==> config.mk <==
export PLATFORM = sky130hd
export DESIGN_NAME = temp_window_sequencer
export DESIGN_NICKNAME = d
export VERILOG_FILES = /design/src/rtl/temp_window_sequencer.sv
export SDC_FILE = /design/constraint.sdc
export NUM_CORES = 1
export LEC_CHECK = 0
export CAP_MARGIN = 25
export CORE_MARGIN = 2
export CORE_UTILIZATION = 45
export DETAILED_ROUTE_END_ITERATION = 10
export GPL_TIMING_DRIVEN = 1
export PLACE_DENSITY = 0.81
export SLEW_MARGIN = 20
export SYNTH_ARGS = -nofsm -noshare
export SYNTH_HDL_FRONTEND = slang
export SYNTH_SLANG_ARGS = --single-unit
export TNS_END_PERCENT = 20
==> constraint.sdc <==
create_clock -name clk -period 2.5 [get_ports clk]
set_input_delay 0.375 -clock clk [delete_from_list [all_inputs] [get_ports clk]]
set_output_delay 0.375 -clock clk [all_outputs]
set_load 0.03 [all_outputs]
==> src/rtl/temp_window_sequencer.sv <==
//==============================================================================
// Module  : temp_window_sequencer
// Brief   : Sliding-window temperature statistics (avg/min/max) over an
//           external BRAM. Optional macro TEMP_SEQ_ROUND_EN rounds the average.
// Revision: 1.0
//==============================================================================
`default_nettype none

module temp_window_sequencer #(
   parameter int DEPTH  = 10,
   parameter int DATA_W = 8,
   parameter int ADDR_W = 4
) (
   input  logic              clk,
   input  logic              rst_n,
   input  logic [DATA_W-1:0] sample_data,
   input  logic              sample_valid,
   output logic              sample_ready,
   input  logic              clear,
   output logic [ADDR_W-1:0] mem_addr,
   output logic              mem_we,
   output logic [DATA_W-1:0] mem_wdata,
   input  logic [DATA_W-1:0] mem_rdata,
   output logic [DATA_W-1:0] avg_temp,
   output logic [DATA_W-1:0] max_temp,
   output logic [DATA_W-1:0] min_temp,
   output logic              stats_valid,
   output logic              busy,
   output logic [4:0]        fill_count
);

   localparam int                 c_sum_w     = DATA_W + 4;
   localparam int                 c_cnt_w     = $clog2(c_sum_w);
   localparam logic [ADDR_W-1:0]  c_last_addr = ADDR_W'(DEPTH - 1);
   localparam logic [ADDR_W-1:0]  c_addr_one  = ADDR_W'(1);
   localparam logic [4:0]         c_depth     = 5'(DEPTH);
   localparam logic [c_cnt_w-1:0] c_div_last  = c_cnt_w'(c_sum_w - 1);
   localparam logic [c_cnt_w-1:0] c_cnt_one   = c_cnt_w'(1);

   typedef enum logic [2:0] {
      IDLE  = 3'd0,
      WRITE = 3'd1,
      SCAN  = 3'd2,
      DRAIN = 3'd3,
      DIV   = 3'd4,
      DONE  = 3'd5
   } state_t;

   state_t              r_state;
   state_t              w_state_next;
   logic                w_accept;
   logic                w_scan_last;

   logic [ADDR_W-1:0]   r_wr_ptr;
   logic [4:0]          r_fill_count;
   logic [ADDR_W-1:0]   r_mem_addr;
   logic                r_mem_we;
   logic [DATA_W-1:0]   r_mem_wdata;
   logic [DATA_W-1:0]   r_avg;
   logic [DATA_W-1:0]   r_min_out;
   logic [DATA_W-1:0]   r_max_out;
   logic                r_stats_valid;

   logic                r_rd_valid;
   logic [c_sum_w-1:0]  r_sum;
   logic [DATA_W-1:0]   r_min;
   logic [DATA_W-1:0]   r_max;
   logic [c_sum_w-1:0]  r_rem;
   logic [c_sum_w-1:0]  r_quo;
   logic [c_cnt_w-1:0]  r_div_cnt;

   logic [c_sum_w-1:0]  w_sum_acc;
   logic [DATA_W-1:0]   w_min_acc;
   logic [DATA_W-1:0]   w_max_acc;
   logic [c_sum_w-1:0]  w_dividend;
   logic [c_sum_w:0]    w_rem_shift;
   logic [c_sum_w-1:0]  w_divisor;
   logic                w_ge;
   logic [c_sum_w-1:0]  w_rem_next;
   logic [c_sum_w-1:0]  w_quo_next;

   assign sample_ready = (r_state == IDLE);
   assign busy         = (r_state != IDLE);
   assign mem_addr     = r_mem_addr;
   assign mem_we       = r_mem_we;
   assign mem_wdata    = r_mem_wdata;
   assign avg_temp     = r_avg;
   assign min_temp     = r_min_out;
   assign max_temp     = r_max_out;
   assign stats_valid  = r_stats_valid;
   assign fill_count   = r_fill_count;

   assign w_scan_last = (32'(r_mem_addr) == (32'(r_fill_count) - 32'd1));

   // Read data lags its address by one cycle, so accumulation runs one cycle behind SCAN.
   assign w_sum_acc = r_sum + c_sum_w'(mem_rdata);
   assign w_min_acc = (mem_rdata < r_min) ? mem_rdata : r_min;
   assign w_max_acc = (mem_rdata > r_max) ? mem_rdata : r_max;

`ifdef TEMP_SEQ_ROUND_EN
   assign w_dividend = w_sum_acc + c_sum_w'(r_fill_count >> 1);
`else
   assign w_dividend = w_sum_acc;
`endif

   // One restoring-division step per DIV cycle; remainder always stays below N.
   assign w_divisor   = c_sum_w'(r_fill_count);
   assign w_rem_shift = {r_rem, r_quo[c_sum_w-1]};
   assign w_ge        = (w_rem_shift >= {1'b0, w_divisor});
   assign w_rem_next  = w_ge ? (w_rem_shift[c_sum_w-1:0] - w_divisor) : w_rem_shift[c_sum_w-1:0];
   assign w_quo_next  = {r_quo[c_sum_w-2:0], w_ge};

   always_ff @(posedge clk or negedge rst_n) begin
      if (!rst_n) begin
         r_state <= IDLE;
      end else begin
         r_state <= w_state_next;
      end
   end

   always_comb begin
      w_state_next = r_state;
      w_accept     = 1'b0;
      case (r_state)
         IDLE: begin
            if (sample_valid) begin
               w_accept     = 1'b1;
               w_state_next = WRITE;
            end
         end
         WRITE:   w_state_next = SCAN;
         SCAN:    if (w_scan_last) w_state_next = DRAIN;
         DRAIN:   w_state_next = DIV;
         DIV:     if (r_div_cnt == c_div_last) w_state_next = DONE;
         DONE:    w_state_next = IDLE;
         default: w_state_next = IDLE;
      endcase
      if (clear) begin
         w_state_next = IDLE;
         w_accept     = 1'b0;
      end
   end

   always_ff @(posedge clk or negedge rst_n) begin
      if (!rst_n) begin
         r_wr_ptr      <= '0;
         r_fill_count  <= '0;
         r_mem_addr    <= '0;
         r_mem_we      <= 1'b0;
         r_mem_wdata   <= '0;
         r_avg         <= '0;
         r_min_out     <= '0;
         r_max_out     <= '0;
         r_stats_valid <= 1'b0;
         r_rd_valid    <= 1'b0;
         r_sum         <= '0;
         r_min         <= '0;
         r_max         <= '0;
         r_rem         <= '0;
         r_quo         <= '0;
         r_div_cnt     <= '0;
      end else if (clear) begin
         r_wr_ptr      <= '0;
         r_fill_count  <= '0;
         r_mem_addr    <= '0;
         r_mem_we      <= 1'b0;
         r_mem_wdata   <= '0;
         r_avg         <= '0;
         r_min_out     <= '0;
         r_max_out     <= '0;
         r_stats_valid <= 1'b0;
         r_rd_valid    <= 1'b0;
         r_div_cnt     <= '0;
      end else begin
         r_mem_we      <= 1'b0;
         r_stats_valid <= 1'b0;
         r_rd_valid    <= (r_state == SCAN);
         if (r_rd_valid) begin
            r_sum <= w_sum_acc;
            r_min <= w_min_acc;
            r_max <= w_max_acc;
         end
         case (r_state)
            IDLE: begin
               if (w_accept) begin
                  r_mem_addr  <= r_wr_ptr;
                  r_mem_wdata <= sample_data;
                  r_mem_we    <= 1'b1;
               end
            end
            WRITE: begin
               r_wr_ptr   <= (r_wr_ptr == c_last_addr) ? '0 : r_wr_ptr + c_addr_one;
               if (r_fill_count != c_depth) begin
                  r_fill_count <= r_fill_count + 5'd1;
               end
               r_mem_addr <= '0;
               r_sum      <= '0;
               r_min      <= '1;
               r_max      <= '0;
            end
            SCAN: begin
               if (!w_scan_last) begin
                  r_mem_addr <= r_mem_addr + c_addr_one;
               end
            end
            DRAIN: begin
               r_rem     <= '0;
               r_quo     <= w_dividend;
               r_div_cnt <= '0;
            end
            DIV: begin
               r_rem     <= w_rem_next;
               r_quo     <= w_quo_next;
               r_div_cnt <= r_div_cnt + c_cnt_one;
               if (r_div_cnt == c_div_last) begin
                  r_avg         <= w_quo_next[DATA_W-1:0];
                  r_min_out     <= r_min;
                  r_max_out     <= r_max;
                  r_stats_valid <= 1'b1;
               end
            end
            default: ;
         endcase
      end
   end

endmodule

`default_nettype wire

==> results_dict.tcl <==
set metrics [dict create \
    critical_path_required_ns 2.79 \
    syn_to_final_growth_pct 23.5 \
    max_freq_ghz 0.418 \
    synth-seq-cells 107 \
    crit_end "r_rem[11]" \
    clk_pin_slew_ns 0.07 \
    slowest_stage "or4_1" \
    reg2reg_slack_ns 0.11 \
    p_leak_uw 0.00336 \
    path_cells "inv_1 -> ha_1 -> a21o_1 -> a211oi_2 -> nand2_1 -> or3_1 -> or4_1 -> nand3_1" \
    fp.dieH_um 118 \
    synth.largest_area_cell "dfrtp_1" \
    synth_edf_count 0 \
    cts_buffers 9 \
    setup_violations 0 \
    worstSetupStartpoint "fill_count[3]" \
    r2r-start "fill_count[3]" \
    grt_pass1_wl_um 23100 \
    finalWirelength_um 13600 \
    nets 737 \
    cts_sinks 107 \
    arrival_ns 2.68 \
    drv_cap 0 \
    status "completed" \
    antenna_found_initial 0 \
    ys_seq_area_share_pct 45.9 \
    timing.rr.end "r_rem[11]" \
    min_period_over_period_pct 95.6 \
    crit_family "simple AND/OR/NAND/NOR gates" \
    grt_overflow_total 0 \
    cp.depth 8 \
    internal-power_uw 3980 \
    initial_utilization_pct 46.2 \
    clk_latency_ns 0.36 \
    routed_via_density 5.65 \
    power_uw 6360 \
    critPathMaxStageDelay_ns 0.48 \
    fillers 1106 \
    pwr-share-seq_pct 37.6 \
    grt_pass1_vias 4875 \
    synth_top_cell_area_share_pct 45.9 \
    relSlewSlack_pct 53.0 \
    tightest_slew_ns 0.706 \
    drc 0 \
    port_buffers 64 \
    whs_ns 0.484 \
    finalHoldViolations 0 \
    sw_frac_of_total_pct 37.5 \
    cts_max_level 3 \
    pwr-share-comb_pct 41.4 \
    worst_setup_path_start_kind "flip-flop" \
    first_pass_iters 5 \
    dp_hpwl_um 10000 \
    critPathKind "reg -> reg" \
    synth_area_leaders "dfrtp_1, ha_1, a22o_1" \
    drive_above_1_share_pct 10.4 \
    antenna_left 0 \
    yosysUniqueCellTypes 63 \
    postSynth.asyncResetShare_pct 100 \
    min_period_ns 2.39 \
    coreArea_um2 12600 \
    die_width_um 118 \
    regArea_um2 2680 \
    synth_warnings 0 \
    synth.net_count 647 \
    drt-initial-drc-count 311 \
    power_frac_clock_pct 21.0 \
    synth_flop_cell "dfrtp_1" \
    crit_path_end_kind "flip-flop" \
    fin_skew_ns 0.00693 \
    final_common_cell "dfrtp_1" \
    cts_tree "built" \
    path_buf_inv 1 \
    vias 4841 \
    power.density_nw_per_um2 883 \
    path_max_fanout 5 \
    io_pins 65 \
    grt_usage_pct 20.2 \
    dieArea_um2 13900 \
    rsz0062_at_grt "false" \
    syn-mean-instance-area_um2 9.88 \
    drv_slew 0 \
    clockBufferDepth 2 \
    vdd_ir_drop_max_v 0.000405 \
    hold_path_class "in -> async" \
    grt_max_degree 45 \
    rr_worst_depth 8 \
    detail_route.wl_per_cell_um 15.8 \
    place.gp.congestion 0.904 \
    multi_input_area_um2 2930 \
    power.switching_uw 2380 \
    rows 41 \
    diodes 0 \
    mostFrequentLayoutCells "dfrtp_1, clkdlybuf4s50_1, nand2_1" \
    root_buffer "clkbuf_16" \
    netlist_instances 590 \
    syn_area_um2 5830 \
]
[metal layers]
| metal | vias to the layer above | GRT usage (%) | share of wire (%) |
|---|---|---|---|
| met4 | 0 | 8.58 | 1.8 |
| met1 | 2398 | 27.3 | 46 |
| li1 | 2315 | - | - |
| met3 | 16 | 2.66 | 3.7 |
| met5 | - | 0 | 0 |
| met2 | 112 | 32.8 | 48 |
[Yosys cell counts (5+ instances only)]
| master | count |
|---|---|
| a32o_1 | 5 |
| a21o_1 | 7 |
| o21ai_0 | 36 |
| nand2_1 | 55 |
| and2_1 | 5 |
| nand3_1 | 12 |
| xor2_1 | 11 |
| mux2i_1 | 17 |
| inv_1 | 38 |
| a21oi_1 | 25 |
| nor2_1 | 43 |
| nor2b_1 | 6 |
| a22o_1 | 37 |
| dfrtp_1 | 107 |
| o22ai_1 | 5 |
| nand4_1 | 9 |
| buf_2 | 8 |
| o22a_1 | 8 |
| clkbuf_1 | 14 |
| ha_1 | 35 |
| xnor2_1 | 14 |
| nor3_1 | 17 |
[flip-flops by register name (all words and copies together) (netlist names), 3 cells and up]
name        cells
r_quo          12
r_rem          12
r_sum          12
avg_temp        8
max_temp        8
mem_wdata       8
min_temp        8
r_max           8
r_min           8
fill_count      5
mem_addr        4
r_div_cnt       4
r_wr_ptr        4
r_state         3
[repair_timing]
action,4_1_cts,5_1_grt
hold endpoints to repair,32,0
gates resized for setup,0,2
setup buffers,0,0
hold buffers,1,0
endpoints found under the setup margin,0,5
[logic make-up (layout without fill, tap and decap cells)]
logic type / after synthesis / count (layout) / share of synthesized area, %
AND/OR/NAND/NOR: 174 / 174 / 14.2
AO/OA/AOI/OAI: 165 / 165 / 20.4
flip-flops: 107 / 107 / 45.9
buffers and inverters: 63 / 158 / 4.29
adder cells (fa/ha/maj): 37 / 37 / 8.20
XOR/XNOR: 25 / 25 / 3.75
multiplexers: 19 / 19 / 3.30
[how the worst min path moves through the flow]
stage,end,depth (start not counted),start,slack (ns)
2_1_floorplan,avg_temp[0],0,rst_n,0.08
3_3_place_gp,min_temp[2],1,rst_n,0.34
3_5_place_dp,min_temp[2],1,rst_n,0.35
4_1_cts,r_quo[9],2,r_quo[9],0.50
5_1_grt,min_temp[1],1,min_temp[1],0.52
6_report,min_temp[0],2,rst_n,0.48
[final cells by class]
type | instances | area share, %
clock buffer | 11 | 3.23
clock inverter | 5 | 0.538
inverter | 38 | 1.98
multi-input combinational | 420 | 40.6
sequential | 107 | 37.2
tap | 172 | 2.99
timing repair buffer | 104 | 13.5
[per-stage QoR]
step | instance area [µm²] | utilization [%] | cells | worst slack [ns] | setup TNS, ns
global placement | 6890 | 54.6 | 839 | -0.0842 | -0.331
finish | 7200 | 57.1 | 857 | 0.110 | 0
global route | 7200 | 57.1 | 857 | 0.0275 | 0
detailed placement | 6910 | 54.7 | 840 | -0.115 | -1.01
floorplan | 5830 | - | 590 | 0.0229 | 0
CTS | 7190 | 57.0 | 857 | 0.00296 | 0
[power by group through the flow]
stage,logic [µW],registers (µW),clock network [µW]
2_1_floorplan,1880,2380,0
3_3_place_gp,2480,2400,0
3_5_place_dp,2600,2410,0
4_1_cts,2610,2380,1360
5_1_grt,2920,2440,1430
6_report,2630,2390,1340
Power figures use the tool's default switching activity.
